File: src/rtl/sr_pkg.sv
// Shared definitions for the line-buffer sequencer: state encoding, pixel width
// and the modular bank-index rotate used to map bank outputs onto column fields.
package sr_pkg;

   localparam int PIXEL_WIDTH = 24;

   localparam logic [0:0] ST_FILL = 1'b0;
   localparam logic [0:0] ST_RUN  = 1'b1;

   function automatic int bank_rot(input int a, input int b, input int nbank);
      return (a + b) % nbank;
   endfunction

endpackage

File: src/rtl/line_buffer_ctrl_cnt.sv
// Column / row / write-bank position counters for the line-buffer sequencer.
// Everything advances only on an accepted pixel; the column wrap drives the rest.
module line_buffer_ctrl_cnt #(
   parameter int LINE_WIDTH   = 960,
   parameter int FRAME_HEIGHT = 540,
   parameter int NBANK        = 4,
   parameter int CW           = 10,
   parameter int RW           = 10,
   parameter int BW           = 2
) (
   input  logic          clk,
   input  logic          rst_n,
   input  logic          adv,
   output logic [CW-1:0] col,
   output logic [RW-1:0] row,
   output logic [BW-1:0] wbank,
   output logic          col_last,
   output logic          row_last
);

   assign col_last = (col == CW'(LINE_WIDTH - 1));
   assign row_last = (row == RW'(FRAME_HEIGHT - 1));

   always_ff @(posedge clk) begin
      if (!rst_n) begin
         col   <= '0;
         row   <= '0;
         wbank <= '0;
      end else if (adv) begin
         if (col_last) begin
            col   <= '0;
            row   <= row_last ? '0 : row + 1'b1;
            // Bank rotation keeps going across frames; FILL never relies on contents.
            wbank <= (wbank == BW'(NBANK - 1)) ? '0 : wbank + 1'b1;
         end else begin
            col <= col + 1'b1;
         end
      end
   end

endmodule

File: src/rtl/line_buffer_ctrl.sv
// Rotating line-buffer sequencer: writes the current line bank, reads the same
// column from the other banks and emits one NBANK-pixel vertical column per pixel.
//
//   state   | meaning
//   --------+-----------------------------------------------------------
//   ST_FILL | priming lines 0..NBANK-2, writes only, no output
//   ST_RUN  | write current bank, read all others, one column per accept
module line_buffer_ctrl
   import sr_pkg::*;
#(
   parameter int DATA_WIDTH   = PIXEL_WIDTH,
   parameter int LINE_WIDTH   = 960,
   parameter int FRAME_HEIGHT = 540,
   parameter int NBANK        = 4,
   parameter int ADDR_WIDTH   = 32
) (
   input  logic                        clk,
   input  logic                        rst_n,
   input  logic                        in_valid,
   output logic                        in_ready,
   input  logic [DATA_WIDTH-1:0]       in_data,
   output logic                        out_valid,
   input  logic                        out_ready,
   output logic [NBANK*DATA_WIDTH-1:0] out_data,
   output logic                        out_eol,
   output logic                        out_eof,
   output logic [NBANK-1:0]            bank_cs,
   output logic [NBANK-1:0]            bank_we,
   output logic [NBANK-1:0]            bank_re,
   output logic [ADDR_WIDTH-1:0]       bank_waddr,
   output logic [ADDR_WIDTH-1:0]       bank_raddr,
   output logic [DATA_WIDTH-1:0]       bank_din,
   input  logic [NBANK*DATA_WIDTH-1:0] bank_dout
);

   localparam int CW = (LINE_WIDTH > 1) ? $clog2(LINE_WIDTH) : 1;
   localparam int RW = (FRAME_HEIGHT > 1) ? $clog2(FRAME_HEIGHT) : 1;
   localparam int BW = $clog2(NBANK);
   localparam logic [RW-1:0] PRIME_ROW = RW'(NBANK - 2);

   logic [0:0]            state;
   logic [0:0]            state_n;
   logic                  acc;
   logic [CW-1:0]         col;
   logic [RW-1:0]         row;
   logic [BW-1:0]         wbank;
   logic                  col_last;
   logic                  row_last;
   logic [DATA_WIDTH-1:0] pix_q;
   logic [BW-1:0]         wbank_q;

   assign in_ready = !out_valid || out_ready;
   // rst_n gates acceptance so no bank strobe can fire while held in reset.
   assign acc      = in_valid && in_ready && rst_n;

   line_buffer_ctrl_cnt #(
      .LINE_WIDTH   (LINE_WIDTH),
      .FRAME_HEIGHT (FRAME_HEIGHT),
      .NBANK        (NBANK),
      .CW           (CW),
      .RW           (RW),
      .BW           (BW)
   ) u_cnt (
      .clk      (clk),
      .rst_n    (rst_n),
      .adv      (acc),
      .col      (col),
      .row      (row),
      .wbank    (wbank),
      .col_last (col_last),
      .row_last (row_last)
   );

   always_comb begin
      state_n = state;
      case (state)
         ST_FILL: if (acc && col_last && row == PRIME_ROW) state_n = ST_RUN;
         ST_RUN:  if (acc && col_last && row_last)         state_n = ST_FILL;
         default: state_n = ST_FILL;
      endcase
   end

   always_comb begin
      bank_we = '0;
      bank_re = '0;
      for (int k = 0; k < NBANK; k++) begin
         if (acc && wbank == BW'(k))
            bank_we[k] = 1'b1;
         else if (acc && state == ST_RUN)
            bank_re[k] = 1'b1;
      end
   end

   assign bank_cs    = bank_we | bank_re;
   assign bank_waddr = ADDR_WIDTH'(col);
   assign bank_raddr = ADDR_WIDTH'(col);
   assign bank_din   = in_data;

   always_ff @(posedge clk) begin
      if (!rst_n) begin
         state     <= ST_FILL;
         out_valid <= 1'b0;
         out_eol   <= 1'b0;
         out_eof   <= 1'b0;
         pix_q     <= '0;
         wbank_q   <= '0;
      end else begin
         state <= state_n;
         if (acc && state == ST_RUN) begin
            out_valid <= 1'b1;
            pix_q     <= in_data;
            wbank_q   <= wbank;
            out_eol   <= col_last;
            out_eof   <= col_last && row_last;
         end else if (out_ready) begin
            out_valid <= 1'b0;
            out_eol   <= 1'b0;
            out_eof   <= 1'b0;
         end
      end
   end

   // Oldest line sits in the bank just after the one written with the staged pixel.
   always_comb begin
      out_data = '0;
      for (int i = 0; i < NBANK - 1; i++) begin
         out_data[i*DATA_WIDTH +: DATA_WIDTH] =
            bank_dout[bank_rot(int'(wbank_q), i + 1, NBANK)*DATA_WIDTH +: DATA_WIDTH];
      end
      out_data[(NBANK-1)*DATA_WIDTH +: DATA_WIDTH] = pix_q;
   end

endmodule

File: config.mk
export PLATFORM = sky130hd
export DESIGN_NAME = line_buffer_ctrl
export DESIGN_NICKNAME = d
export VERILOG_FILES = /design/src/rtl/sr_pkg.sv /design/src/rtl/line_buffer_ctrl_cnt.sv /design/src/rtl/line_buffer_ctrl.sv
export SDC_FILE = /design/constraint.sdc
export NUM_CORES = 1
export LEC_CHECK = 0
export CAP_MARGIN = 20
export CELL_PAD_IN_SITES_DETAIL_PLACEMENT = 0
export CELL_PAD_IN_SITES_GLOBAL_PLACEMENT = 1
export CORE_MARGIN = 8
export CORE_UTILIZATION = 29
export CTS_CLUSTER_SIZE = 16
export DETAILED_ROUTE_END_ITERATION = 10
export PLACE_DENSITY = 0.89
export SLEW_MARGIN = 40
export SYNTH_ARGS = -nofsm -noshare
export SYNTH_HDL_FRONTEND = slang
export SYNTH_SLANG_ARGS = --single-unit
File: constraint.sdc
create_clock -name clk -period 3.2 [get_ports clk]
set_clock_uncertainty 0.05 [all_clocks]
set_input_delay 0.32 -clock clk [delete_from_list [all_inputs] [get_ports clk]]
set_output_delay 0.32 -clock clk [all_outputs]
set_load 0.01 [all_outputs]
==> flow_summary.json, run 1 <==
{
  "status": "complete, but fails checks",
  "violations": "negative setup slack",
  "grt_pass1_vias": 9619,
  "postSynthAreaPerCell_um2": 7.93,
  "cts_made_buffers": 5,
  "tightest_slew_ns": 0.660,
  "path_cells": "clkinv_2 > ha_4 > buf_4 > buf_12 > nand2_1 > a21boi_0 > mux4_2 > o22ai_2 > clkdlybuf4s50_1",
  "p_total_mw": 1.95,
  "yosys.area.top_type": "mux4_2",
  "h-tree-depth": 2,
  "r2r_slack_ns": 0.99,
  "finalInstanceArea_um2": 12300,
  "wl_um": 36700,
  "fp.coreArea_um2": 28700,
  "rsz0062_at_grt": "true",
  "dieArea_um2": 34900,
  "ys_async_sr_fraction": 0,
  "antenna_found_initial": 3,
  "fin_crit_sh": 1.01,
  "ys_seq_area_frac": 0.123,
  "crit_family": "buffers and inverters",
  "drt-vias-per-instance": 5.66,
  "dpl.hpwl_um": 27100,
  "cts_buffer_depth": 2,
  "synthCells": 1067,
  "grt_pass1_wl_um": 56800,
  "hold_class": "flop to flop",
  "yosysWarnings": 0,
  "crit_path_end_kind": "output port",
  "num_vias": 9588,
  "p_per_area_nw_per_um2": 159,
  "seqCellArea_um2": 1040,
  "synth_cell_types": 61,
  "layout_setup_ws_ns": -0.0309,
  "overflow": 0,
  "io_buffers": 279,
  "layout-drive-gt1-share": 0.193,
  "netlist_area_um2": 8460,
  "ys_top_cells_by_area": "mux4_2 (17%), mux2i_1 (13%), dfxtp_1 (12%)",
  "setup_tns_ns": -0.0309,
  "fp.dieW_um": 187,
  "cts.sinks": 52,
  "path_class": "flop to output port",
  "p_leak_nw": 4.57,
  "cts_tree": "built",
  "rows": 62,
  "fin_crit_ns": 3.23,
  "synth_top_area_frac": 0.168,
  "irDropWorstVdd_v": 0.000210,
  "multiInputGateArea_um2": 6770,
  "critPathSlowestCell": "clkdlybuf4s50_1",
  "ys_top_cells_by_count": "nand2_1 (137), mux2i_1 (111), buf_4 (82)",
  "hold-worst-slack_ns": 0.399,
  "clk_latency_ns": 0.29,
  "finalHoldViolations": 0,
  "slowest_delay_ns": 0.57,
  "slew_headroom": 0.560,
  "synth_most_common_cell": "nand2_1",
  "io_pins": 324,
  "fmax_mhz": 310,
  "crit_fanout": 19,
  "worstSetupStartpointType": "flop",
  "cp.arrival_ns": 2.86,
  "cts.clk_slew.worst_paths_ns": 0.07,
  "drc_errors": 0,
  "start_util": 0.295,
  "place.gp.congestion": 0.946,
  "wire_per_inst_um": 21.6,
  "grt_use_total": 0.198,
  "drtIter0Drc": 984,
  "grt_max_degree": 80,
  "first_pass_iters": 7,
  "crit_required_ns": 2.83,
  "critPathBufInv": 4,
  "synth_edf_count": 0,
  "synth_seq_cells": 52,
  "placed_area_um2": 11700,
  "drv_cap": 0,
  "cts_root_buf": "clkbuf_16",
  "ant_nets": 0,
  "drv_slew": 0,
  "num-fill-cells": 2842,
  "layout.nets": 1443,
  "setup_violations": 1,
  "ys.flop_type": "dfxtp_1",
  "die_h_um": 187,
  "area.growth.synth_to_final_pct": 45.1
}
final cells by class:
type / instances / share of cell area
clock buffers: 7 / 0.0116
repair buffers: 367 / 0.305
flip-flops and latches: 52 / 0.0851
well taps: 384 / 0.0391
diodes: 2 / 0.000408
clock inverters: 1 / 0.000611
multi-input cells: 861 / 0.551
inverters: 21 / 0.00683
layer usage:
metal,global-route usage,share of wire,vias to the layer above
met5,0,0.00035,-
met4,0.0797,0.037,2
met3,0.0444,0.095,86
met2,0.324,0.46,594
met1,0.249,0.40,4541
li1,-,-,4365
per-stage QoR:
step | setup slack [ns] | cells | util
floorplan | -0.0307 | 1110 | -
global placement | 0.140 | 1669 | 0.408
detailed placement | 0.111 | 1669 | 0.408
CTS | -0.157 | 1685 | 0.420
global route | -0.153 | 1695 | 0.428
finish | -0.0309 | 1695 | 0.428
cells in the final DEF, fill, tap and decap left out, types with 43 or more instances in the layout:
cell type / Yosys / final
clkdlybuf4s50_1: 0 / 209
nand2_1: 137 / 135
mux2i_1: 111 / 109
buf_4: 82 / 67
mux4_2: 63 / 63
a21oi_1: 60 / 58
nor2_1: 58 / 57
dfxtp_1: 52 / 51
nand3_1: 44 / 44
conb_1: 1 / 44
o21ai_0: 48 / 43
state kept, by name, indices dropped and copies added (netlist names):
name,count
pix_q,24
u_cnt.col,10
u_cnt.row,10
u_cnt.wbank,2
wbank_q,2
out_eof,1
out_eol,1
out_valid,1
state,1
worst paths after layout:
path,start,endpoint,cells past startpoint
worst max-delay path,wbank_q[0],out_data[34],9
worst max register to register,u_cnt.row[5],out_eof,4
worst min-delay path,pix_q[19],pix_q[19],2
worst min register to register,pix_q[19],pix_q[19],2
power by group:
part,internal [mW],switching (mW)
Sequential,0.648,0.00405
Combinational,0.393,0.355
Clock,0.312,0.238
worst reg2reg max path, cell delays in order, from the launching register on:
cell and delay [ns]:
dfxtp_1 0.34, or4_4 0.54, or3_1 0.55, or4_1 0.49, a21oi_1 0.17
what timing repair did:
item                                    in CTS  in global routing
buffers inserted                             4                  8
cloned                                       4                  0
resized for setup                           63                 51
endpoints found under the setup margin      61                 31
hold buffers                                 0                  0
pin swaps                                    0                  1
cells by family (layout without fill, tap and decap cells):
family,after synthesis,count (layout),synth area share
buffers and inverters,197,396,0.129
AO/OA/AOI/OAI,251,251,0.194
multiplexers,201,201,0.335
other,1,46,0.000443
flip-flops,52,52,0.123
AND/OR/NAND/NOR,345,345,0.193
adder cells (fa/ha/maj),11,11,0.0163
XOR/XNOR,9,9,0.00931
(Power assumes the default switching activity.)
==> run 2, diff against run 1 <==
--- a/config.mk
+++ b/config.mk
@@ -5,10 +5,9 @@
 export SDC_FILE = /design/constraint.sdc
 export NUM_CORES = 1
 export LEC_CHECK = 0
-export CAP_MARGIN = 20
+export CAP_MARGIN = 40
 export CELL_PAD_IN_SITES_DETAIL_PLACEMENT = 0
 export CELL_PAD_IN_SITES_GLOBAL_PLACEMENT = 1
-export CORE_MARGIN = 8
 export CORE_UTILIZATION = 29
 export CTS_CLUSTER_SIZE = 16
 export DETAILED_ROUTE_END_ITERATION = 10
==> run 2 against run 1 <==
Against the previous run:
- the flow now finishes without violations
- register-to-register slack hardly changed
- worst hold slack better by 0.0033 ns
- cell count is 0.65% lower
- sequential cell count stayed put
- non-clock buffer count is 14 lower
- core utilization is 0.17 points lower
- sequential share of layout area hardly changed
- global-route usage is 1.9 points higher
- critical endpoint is now out_data[21]
- largest cell class unchanged
- highest routed layer unchanged
==> flow_summary.json, run 2 (synthesis results as in run 1) <==
{
  "cts_tree": "built",
  "crit_required_ns": 2.83,
  "p_total_mw": 2.00,
  "grt_pass1_wl_um": 52000,
  "fmax_mhz": 318,
  "rsz0062_at_grt": "true",
  "overflow": 0,
  "start_util": 0.295,
  "cts_root_buf": "clkbuf_16",
  "setup_tns_ns": 0,
  "dpl.hpwl_um": 24800,
  "layout_common_cells": "clkdlybuf4s50_1 (222), nand2_1 (135), mux2i_1 (106)",
  "hold_depth": 2,
  "grt_pass1_vias": 9068,
  "cts.clk_slew.worst_paths_ns": 0.08,
  "hold_class": "flop to flop",
  "setup_violations": 0,
  "status": "complete, no violations",
  "h-tree-depth": 2,
  "crit_fanout": 30,
  "slowest_delay_ns": 0.54,
  "cts.sinks": 52,
  "place.gp.congestion": 0.958,
  "cts_buffer_depth": 2,
  "finalHoldViolations": 0,
  "antenna_found_initial": 6,
  "critPathSlowestCell": "clkdlybuf4s50_1",
  "top_regs": "pix_q (24), u_cnt.col (10), u_cnt.row (10)",
  "drv_slew": 0,
  "io_buffers": 279,
  "wire_per_inst_um": 20.6,
  "dieArea_um2": 29900,
  "rows": 62,
  "grt_use_total": 0.217,
  "drt-vias-per-instance": 5.59,
  "fin_crit_ns": 3.14,
  "irDropWorstVdd_v": 0.000213,
  "wl_um": 34600,
  "layout-drive-gt1-share": 0.192,
  "worstSetupStartpointType": "flop",
  "regMostFlops": "pix_q",
  "largest_reg_flops": 24,
  "final_core_util": 0.426,
  "io_pins": 324,
  "drtIter0Drc": 1177,
  "cp.depth": 9,
  "cts_made_buffers": 5,
  "grt_max_degree": 102,
  "fp.coreArea_um2": 28700,
  "layout.nets": 1429,
  "clk_latency_ns": 0.31,
  "fin_crit_sh": 0.982,
  "final_common_cell": "clkdlybuf4s50_1",
  "p_per_area_nw_per_um2": 163,
  "die_h_um": 173,
  "drc_errors": 0,
  "num_vias": 9413,
  "cp.arrival_ns": 2.77,
  "first_pass_iters": 5,
  "layout_setup_ws_ns": 0.0576,
  "drv_cap": 0,
  "crit_family": "buffers and inverters",
  "critPathBufInv": 4,
  "reg2regPathDepth": 4,
  "path_cells": "inv_4 > ha_4 > buf_4 > buf_12 > nand2b_1 > o21ai_0 > mux4_2 > o21ai_2 > clkdlybuf4s50_1",
  "area.growth.synth_to_final_pct": 44.5,
  "slew_headroom": 0.574,
  "path_class": "flop to output port",
  "tightest_slew_ns": 0.633,
  "pre_cts_slack_ns": 0.0956,
  "ant_nets": 0,
  "hold-worst-slack_ns": 0.403,
  "crit_path_end_kind": "output port",
  "fp.dieW_um": 173,
  "p_leak_nw": 4.41
}
-- run 2: path summary, 6_finish.rpt --
kind / from / endpoint / slack, ns
worst max-delay path: wbank_q[0] / out_data[21] / 0.06
worst min-delay path: pix_q[4] / pix_q[4] / 0.40
worst max register to register: u_cnt.row[6] / out_eof / 1.00
worst min register to register: pix_q[4] / pix_q[4] / 0.40
-- run 2: what timing repair did --
item                                    4_1_cts  5_1_grt
setup buffers                                 4        2
endpoints found under the setup margin       59       35
resized for setup                            76       43
pin swaps                                     1        4
gates cloned                                  3        3
hold buffers                                  0        0
-- run 2: layout make-up --
cell class	count	area (µm²)
clock inverters	3	28.8
flip-flops and latches	52	1050
well taps	384	480
multi-input cells	861	6840
fillers	2863	16500
diodes	5	12.5
clock buffers	5	125
inverters	21	81.3
repair buffers	353	3610
-- run 2: worst reg2reg max path, stage by stage, from the launching register on --
cell	delay (ns)
dfxtp_1	0.37
or4_4	0.53
or3_1	0.56
or4_1	0.48
a21oi_1	0.15
-- run 2: metrics by stage --
| stage | instances | instance area (µm²) |
|---|---|---|
| CTS | 1674 | 12000 |
| floorplan | 1110 | 8790 |
| global placement | 1659 | 11600 |
| global route | 1681 | 12200 |
| finish | 1684 | 12200 |
| detailed placement | 1659 | 11600 |
-- run 2: per-layer routing --
metal	track usage	routed length, µm	share of wire
met5	0	13	0.00038
met4	0.0623	936	0.027
met3	0.0405	2950	0.085
met2	0.372	16600	0.48
met1	0.277	14100	0.41
-- run 2: power breakdown --
| group | internal, mW | switching, mW |
|---|---|---|
| Sequential | 0.647 | 0.00379 |
| Clock | 0.303 | 0.289 |
| Combinational | 0.398 | 0.355 |
| Total | 1.35 | 0.648 |
